File: src/rtl/uart_frame_pkg.sv
// Shared types and constants for the UART frame receive parser.
package uart_frame_pkg;

  localparam logic [7:0] SOF = 8'hA5;

  typedef enum logic [2:0] {
    S_IDLE = 3'd0,
    S_CMD  = 3'd1,
    S_LEN  = 3'd2,
    S_DATA = 3'd3,
    S_CHK  = 3'd4
  } state_t;

  typedef enum logic [1:0] {
    E_NONE = 2'b00,
    E_LEN  = 2'b01,
    E_CHK  = 2'b10,
    E_TMO  = 2'b11
  } err_t;

  // Running frame checksum: XOR of CMD, LEN and payload bytes.
  function automatic logic [7:0] chk_fold(input logic [7:0] acc, input logic [7:0] b);
    return acc ^ b;
  endfunction

endpackage

File: src/rtl/uart_frame_timer.sv
// Inter-byte timeout counter: clear has priority, counts when enabled, holds at terminal count.
module uart_frame_timer #(
  parameter int TIMEOUT_CYC = 1000000
) (
  input  logic clk,
  input  logic rst_n,
  input  logic clr,
  input  logic en,
  output logic tc
);

  localparam int CNT_W = $clog2(TIMEOUT_CYC + 1);

  logic [CNT_W-1:0] cnt_r;

  assign tc = (cnt_r == CNT_W'(TIMEOUT_CYC - 1));

  // Count register, saturating at the terminal value.
  always_ff @(posedge clk or negedge rst_n) begin
    if (!rst_n) begin
      cnt_r <= '0;
    end else if (clr) begin
      cnt_r <= '0;
    end else if (en && !tc) begin
      cnt_r <= cnt_r + CNT_W'(1);
    end else begin
      cnt_r <= cnt_r;
    end
  end

endmodule

File: src/rtl/uart_frame_rx.sv
// Frame parser [SOF CMD LEN PAYLOAD.. CHK] feeding the matrix load buffer.
// Optional inter-byte timeout is enabled by defining UART_FRAME_TIMEOUT_EN.
module uart_frame_rx
  import uart_frame_pkg::*;
#(
  parameter int MAX_LEN     = 16,
  parameter int ADDR_W      = 4,
  parameter int TIMEOUT_CYC = 1000000
) (
  input  logic              Clk,
  input  logic              Rst_n,
  input  logic [7:0]        RxData,
  input  logic              RxDone,
  output logic              WrEn,
  output logic [ADDR_W-1:0] WrAddr,
  output logic [7:0]        WrData,
  output logic [7:0]        Cmd,
  output logic [7:0]        Len,
  output logic              FrameValid,
  output logic              FrameErr,
  output logic [1:0]        ErrCode,
  output logic              Busy
);

  localparam logic [7:0] MAX_LEN_B = 8'(MAX_LEN);

  state_t            state_r, state_n;
  logic              rx_done_q_r;
  logic              ev_s;
  logic              tmo_hit_s;
  logic [7:0]        chk_r, chk_n;
  logic [7:0]        idx_r, idx_n;
  logic [7:0]        cmd_r, cmd_n;
  logic [7:0]        len_r, len_n;
  logic              wr_en_n, valid_n, err_n;
  logic [ADDR_W-1:0] wr_addr_n;
  logic [7:0]        wr_data_n, cmd_out_n, len_out_n;
  logic [1:0]        err_code_n;

  assign ev_s = RxDone & ~rx_done_q_r;

`ifdef UART_FRAME_TIMEOUT_EN
  logic tc_s;

  uart_frame_timer #(.TIMEOUT_CYC(TIMEOUT_CYC)) u_timer (
    .clk   (Clk),
    .rst_n (Rst_n),
    .clr   (ev_s | (state_r == S_IDLE)),
    .en    (1'b1),
    .tc    (tc_s)
  );

  assign tmo_hit_s = tc_s & (state_r != S_IDLE);
`else
  // No timer in this build; the comparison is constant false.
  assign tmo_hit_s = (TIMEOUT_CYC < 0);
`endif

  // Next-state, checksum/index bookkeeping and next output values.
  always_comb begin
    state_n    = state_r;
    chk_n      = chk_r;
    idx_n      = idx_r;
    cmd_n      = cmd_r;
    len_n      = len_r;
    wr_en_n    = 1'b0;
    wr_addr_n  = WrAddr;
    wr_data_n  = WrData;
    valid_n    = 1'b0;
    err_n      = 1'b0;
    err_code_n = ErrCode;
    cmd_out_n  = Cmd;
    len_out_n  = Len;
    if (ev_s) begin
      case (state_r)
        S_IDLE: begin
          if (RxData == SOF) begin
            state_n = S_CMD;
            chk_n   = 8'h00;
          end else begin
            state_n = S_IDLE;
          end
        end
        S_CMD: begin
          cmd_n   = RxData;
          chk_n   = chk_fold(chk_r, RxData);
          state_n = S_LEN;
        end
        S_LEN: begin
          if ((RxData == 8'h00) || (RxData > MAX_LEN_B)) begin
            err_n      = 1'b1;
            err_code_n = E_LEN;
            state_n    = S_IDLE;
          end else begin
            len_n   = RxData;
            chk_n   = chk_fold(chk_r, RxData);
            idx_n   = 8'h00;
            state_n = S_DATA;
          end
        end
        S_DATA: begin
          wr_en_n   = 1'b1;
          wr_addr_n = idx_r[ADDR_W-1:0];
          wr_data_n = RxData;
          chk_n     = chk_fold(chk_r, RxData);
          idx_n     = idx_r + 8'd1;
          if (idx_r == (len_r - 8'd1)) begin
            state_n = S_CHK;
          end else begin
            state_n = S_DATA;
          end
        end
        S_CHK: begin
          if (RxData == chk_r) begin
            valid_n   = 1'b1;
            cmd_out_n = cmd_r;
            len_out_n = len_r;
          end else begin
            err_n      = 1'b1;
            err_code_n = E_CHK;
          end
          state_n = S_IDLE;
        end
        default: begin
          state_n = S_IDLE;
        end
      endcase
    end else if (tmo_hit_s) begin
      err_n      = 1'b1;
      err_code_n = E_TMO;
      state_n    = S_IDLE;
    end else begin
      state_n = state_r;
    end
  end

  // State, parser context and registered outputs.
  always_ff @(posedge Clk or negedge Rst_n) begin
    if (!Rst_n) begin
      state_r     <= S_IDLE;
      rx_done_q_r <= 1'b0;
      chk_r       <= 8'h00;
      idx_r       <= 8'h00;
      cmd_r       <= 8'h00;
      len_r       <= 8'h00;
      WrEn        <= 1'b0;
      WrAddr      <= '0;
      WrData      <= 8'h00;
      Cmd         <= 8'h00;
      Len         <= 8'h00;
      FrameValid  <= 1'b0;
      FrameErr    <= 1'b0;
      ErrCode     <= 2'b00;
      Busy        <= 1'b0;
    end else begin
      state_r     <= state_n;
      rx_done_q_r <= RxDone;
      chk_r       <= chk_n;
      idx_r       <= idx_n;
      cmd_r       <= cmd_n;
      len_r       <= len_n;
      WrEn        <= wr_en_n;
      WrAddr      <= wr_addr_n;
      WrData      <= wr_data_n;
      Cmd         <= cmd_out_n;
      Len         <= len_out_n;
      FrameValid  <= valid_n;
      FrameErr    <= err_n;
      ErrCode     <= err_code_n;
      Busy        <= (state_n != S_IDLE);
    end
  end

endmodule

File: config.mk
export PLATFORM = sky130hd
export DESIGN_NAME = uart_frame_rx
export DESIGN_NICKNAME = d
export VERILOG_FILES = /design/src/rtl/uart_frame_pkg.sv /design/src/rtl/uart_frame_timer.sv /design/src/rtl/uart_frame_rx.sv
export SDC_FILE = /design/constraint.sdc
export NUM_CORES = 1
export LEC_CHECK = 0
export ABC_AREA = 0
export CORE_UTILIZATION = 54
export CTS_BUF_LIST = sky130_fd_sc_hd__clkbuf_16
export CTS_CLUSTER_DIAMETER = 80
export DETAILED_ROUTE_END_ITERATION = 16
export PLACE_DENSITY = 0.76
export SYNTH_ARGS = -nofsm -noshare
export SYNTH_HDL_FRONTEND = slang
export SYNTH_SLANG_ARGS = --single-unit
File: constraint.sdc
create_clock -name Clk -period 2.2 [get_ports Clk]
set_input_delay 0.44 -clock Clk [delete_from_list [all_inputs] [get_ports Clk]]
set_output_delay 0.44 -clock Clk [all_outputs]
set_load 0.02 [all_outputs]
Word-level counts from Yosys, hierarchy flattened
Cells that the tools add are included.
{"block": "classes", "add_sub_neg": 2, "mul": 0, "div_mod_pow": 0, "magnitude_cmp": 1, "n_eq_ne": 11, "n_shift": 0, "mux": 22, "bitwise_logic": 4, "n_reduce_logical": 15}
{"operator": "$mux 8", "n": 3}
{"operator": "$pmux 8 s3", "n": 1}
{"operator": "$eq 8x8->1", "n": 2}
{"operator": "$pmux 8 s2", "n": 1}
{"operator": "$pmux 3 s4", "n": 1}
{"operator": "$mux 1", "n": 9}
{"operator": "$reduce_and 3->1", "n": 3}
{"operator": "$add 8x1->8 const B", "n": 1}
{"operator": "$eq 8x8->1 const B", "n": 1}
{"operator": "$gt 8x5->1 const B", "n": 1}
{"operator": "$logic_not 8->1", "n": 1}
{"operator": "$ne 2x2->1 const B", "n": 4}
{"operator": "$reduce_and 4->1", "n": 2}
{"operator": "$sub 8x1->8 const B", "n": 1}
{"operator": "$xor 8x8->8", "n": 1}
{"operator": "$eq 3x2->1 const B", "n": 2}
{"operator": "$mux 2", "n": 3}
{"operator": "$mux 3", "n": 2}
{"operator": "$reduce_bool 3->1", "n": 2}
{"operator": "$pmux 2 s2", "n": 1}
{"operator": "$reduce_and 2->1", "n": 2}
{"operator": "$reduce_bool 2->1", "n": 2}
{"operator": "$eq 3x1->1 const B", "n": 1}
{"operator": "$eq 3x3->1 const B", "n": 1}
{"operator": "6 further kinds", "n": 7}
{"block": "totals", "register_bits": 70, "latchBits": 0, "ramBits": 0, "mem_bits_ro": 0, "inputBits": 11, "out_inout_bits": 34, "elab_cells": 70, "n_memories": 0}

Longest topological paths before layout
{"block": "depth", "ltp_word": 6, "mapped_depth": 8, "ltp_nobuf": 7}

Least setup slack after synthesis
Ideal clock, no wire load.
{"block": "synth_timing", "path_type": "input-to-reg", "startpoint": "input RxData[1]", "endpoint": "register Cmd[0]", "setup_time_ps": 125, "arrival_time_ps": 1865, "t_required_ps": 2075, "setup_slack_ps": 210, "stages": 7, "n_path_buf": 2, "cell_sequence": "buf_2 xor2_1 nor4_1 nand2_1 nor2_4 buf_4 mux2_2"}
{"block": "synth_between", "elab_chain_cells": 2}
{"item": "start, declared", "line": "uart_frame_rx.sv:12", "source": "input logic [7:0] RxData,"}
{"item": "$eq 8x8->1", "line": "uart_frame_rx.sv:114", "source": "if (RxData == chk_r) begin"}
{"item": "$reduce_and 3->1 (no line)"}
{"item": "end signal, assigned", "line": "uart_frame_rx.sv:165", "source": "Cmd <= cmd_out_n;"}
{"item": "end, declared", "line": "uart_frame_rx.sv:17", "source": "output logic [7:0] Cmd,"}
Every way passes these cells.
A chain may end at the register's enable or synchronous reset.

Worst setup path after layout
{"block": "layout_timing", "startpoint": "input RxData[6]", "endpoint": "register Cmd[0]"}
The elaborated chain is that of the path after synthesis.

==> results.yml <==
sta:
  worstMarginPinSlew_ns: 0.528
  setup_viol: 0
  period_minus_slack_ns: 2.14
  slew_violations: 0
  relSlewSlack_pct: 64.8
  hold_viol_final: 0
  min_period_over_period_pct: 97.4
  max_freq_mhz: 467
  finalClockSkew_ns: 0.00482
  whs_ns: 0.0839
global_route:
  track_usage_pct: 28.3
  antenna_found_initial: 0
  overflow: 0
  grt_pass1_vias: 2674
  grt_pass1_wl_um: 13200
  grt_max_degree: 51
floorplan:
  ioPinCount: 45
  core_um2: 5890
  row_count: 28
  fp.dieArea_um2: 6400
  die_width_um: 80.0
  die_y_um: 80.0
  initial_utilization_pct: 55.8
routing:
  drc_errors: 0
  drt_wl_total_um: 7950
  vias: 2605
  drtPass1Iterations: 4
  drt.antenna.violating_nets: 0
  drt-initial-drc-count: 146
  wl_per_cell_um: 17.5
  viasPerCell: 5.73
pwr:
  power_switching_w: 0.000803
  power_frac_seq_pct: 42.0
  p_per_area_nw_per_um2: 785
  vdd_drop_max_mv: 0.623
  power_frac_comb_pct: 10.6
  p_sw_share_pct: 23.3
  internal-power_w: 0.00265
  power_w: 0.00345
  cellLeakagePower_nw: 2.12
  clkPwrFrac_pct: 47.4
synth:
  synth_top_area_share_pct: 53.4
  ys_types: 45
  synth.area.top_cells: "dfrtp_1, mux2_2, nand2_1"
  yosysTopAreaCell: "dfrtp_1"
  ys_ff_latch: 70
  ys_warn_count: 0
  avgSynthCellArea_um2: 10.9
  ys_seq_area_share_pct: 53.4
  synthCells: 301
  syn_nets: 314
  syn_area_um2: 3280
critical_path:
  cp.required_ns: 2.41
  r2r_slack_ns: 0.07
  worstSetupStartpointType: "primary input"
  crit_type: "primary input to flop"
  crit_arrival_ns: 2.35
  crit_fanout: 17
  cp-end-kind: "flop"
layout:
  diodes: 0
  syn_to_final_growth_pct: 33.9
  nets: 388
  drive_above_1_share_pct: 25.3
clocking:
  cts_hold_repair.buffers: 0
  numCtsBuffers: 9
  cts_tree: "done"
  htree_levels: 3
  clockRootBuffer: "clkbuf_16"
  cts.sinks: 70
  post-cts-setup-buffers: 0
  cts_buffer_depth: 2
  clock_latency_ns: 0.33
  clk_pin_slew_ns: 0.06
placed_design:
  dp_hpwl_um: 5410
  io_buffers: 44
  place.gp.congestion: 0.819
min_path:
  hold_path_class: "primary input to async pin"
status:
  outcome: "finished clean"
run:
  cap_violations: 0
==> power groups by stage <==
stage	clock, W	combinational [W]	sequential [W]
2_1_floorplan	0	0.000202	0.00146
3_3_place_gp	0	0.000335	0.00146
3_5_place_dp	0	0.000348	0.00147
4_1_cts	0.00165	0.000360	0.00145
5_1_grt	0.00172	0.000406	0.00146
6_report	0.00164	0.000367	0.00145
==> what timing repair did <==
action                     4_1_cts  5_1_grt
setup endpoints to repair       17       29
gates resized for setup          2       11
pin swaps                        1        4
hold endpoints to repair         0        0
==> cell families (layout without fill, tap and decap cells) <==
logic type / Yosys count / count (layout) / share of synthesized area (%)
adders and majority gates: 2 / 2 / 0.762
AOI/OAI and AO/OA: 56 / 56 / 11.4
DFF: 70 / 70 / 53.4
xor gates and xnor gates: 18 / 18 / 5.03
muxes: 29 / 29 / 9.95
and+or+nand+nor: 103 / 103 / 16.2
buffers and inverters: 23 / 102 / 3.32
==> cell type report <==
| cell class | instances | area (um^2) |
|---|---|---|
| Sequential cell | 70 | 1750 |
| Fill cell | 412 | 1490 |
| Multi-Input combinational cell | 208 | 1450 |
| Timing Repair Buffer | 80 | 741 |
| Clock buffer | 9 | 225 |
| Clock inverter | 7 | 113 |
| Tap cell | 75 | 93.8 |
| Inverter | 6 | 22.5 |
==> synthesized netlist by cell type (all sizes together) <==
cell type / n
buf: 9
a31o: 1
ha: 2
o21ai: 19
nand4: 5
o21ba: 1
o311a: 6
a21oi: 15
or4b: 1
o211ai: 2
nor3: 5
dfrtp: 70
xor2: 12
nor4: 4
a22o: 4
or3b: 1
or4bb: 1
a21o: 1
nor2b: 2
mux2: 29
nand2: 48
nor4b: 1
a31oi: 5
a2111oi: 1
nor2: 18
nand2b: 3
a22oi: 1
and3: 3
nand3: 3
or3: 1
xnor2: 6
nand4b: 1
clkbuf: 8
inv: 6
and4b: 1
and2: 4
and3b: 1
==> layer usage <==
layer | wire length [um] | global-route usage [%] | vias up | share of wire, %
met2 | 4050 | 46.0 | 87 | 51
li1 | - | - | 1207 | -
met4 | 225 | 15.7 | 0 | 2.8
met3 | 381 | 4.23 | 18 | 4.8
met1 | 3300 | 36.3 | 1293 | 41
met5 | 0 | 0 | - | 0
==> flip-flops by register name (all words and copies together), names as in the netlist <==
| register | flops |
|---|---|
| Cmd | 8 |
| WrData | 8 |
| cmd_r | 8 |
| idx_r | 8 |
| Busy | 1 |
| state_r | 3 |
| FrameValid | 1 |
| rx_done_q_r | 1 |
| ErrCode | 2 |
| len_r | 8 |
| WrEn | 1 |
| FrameErr | 1 |
| Len | 8 |
| WrAddr | 4 |
| chk_r | 8 |
==> critical path, stage by stage <==
cell	delay, ns
clkdlybuf4s50_1	0.49
xor2_1	0.20
nor4_2	0.36
nand2_1	0.19
nor2_4	0.16
buf_12	0.17
mux2_2	0.35
==> through the flow <==
stage               util, %  setup TNS [ns]  setup slack, ns  instances  cell area (um^2)
finish                 74.7               0           0.0573        455              4400
global route           74.7         -0.0180          -0.0113        455              4400
CTS                    74.1               0           0.0177        455              4360
detailed placement     68.3          -14.12           -0.433        439              4020
global placement       68.3          -12.55           -0.356        439              4020
floorplan                 -               0            0.210        301              3280
==> layout by cell type (no fill, tap or decap), types with 3 or more instances in the layout <==
cell             instances
bufinv_16                3
and2_1                   4
o311a_1                  6
a22o_1                   4
buf_4                   33
o21ai_0                 17
xor2_1                  11
inv_1                    7
nand4_1                  5
xnor2_1                  5
and3_1                   3
clkdlybuf4s50_1         39
nand2b_1                 3
nor2_1                  16
nor3_2                   3
mux2_2                  29
clkbuf_16                9
dlymetal6s2s_1           3
a31oi_1                  5
nand2_1                 47
a21oi_1                 15
nand3_1                  3
dfrtp_1                 69
==> path summary, 6_finish.rpt <==
path / startpoint / to / cells after the start
hold reg to reg: WrAddr[2] / WrAddr[2] / 2
min in group Clk: WrAddr[2] / WrAddr[2] / 2
max in group asynchronous: Rst_n / len_r[7] / 2
hold / removal: Rst_n / WrAddr[1] / 1
setup / recovery: RxData[6] / Cmd[0] / 7
setup reg to reg: idx_r[7] / state_r[1] / 6
Note: power is estimated with default switching activity, not from simulation.
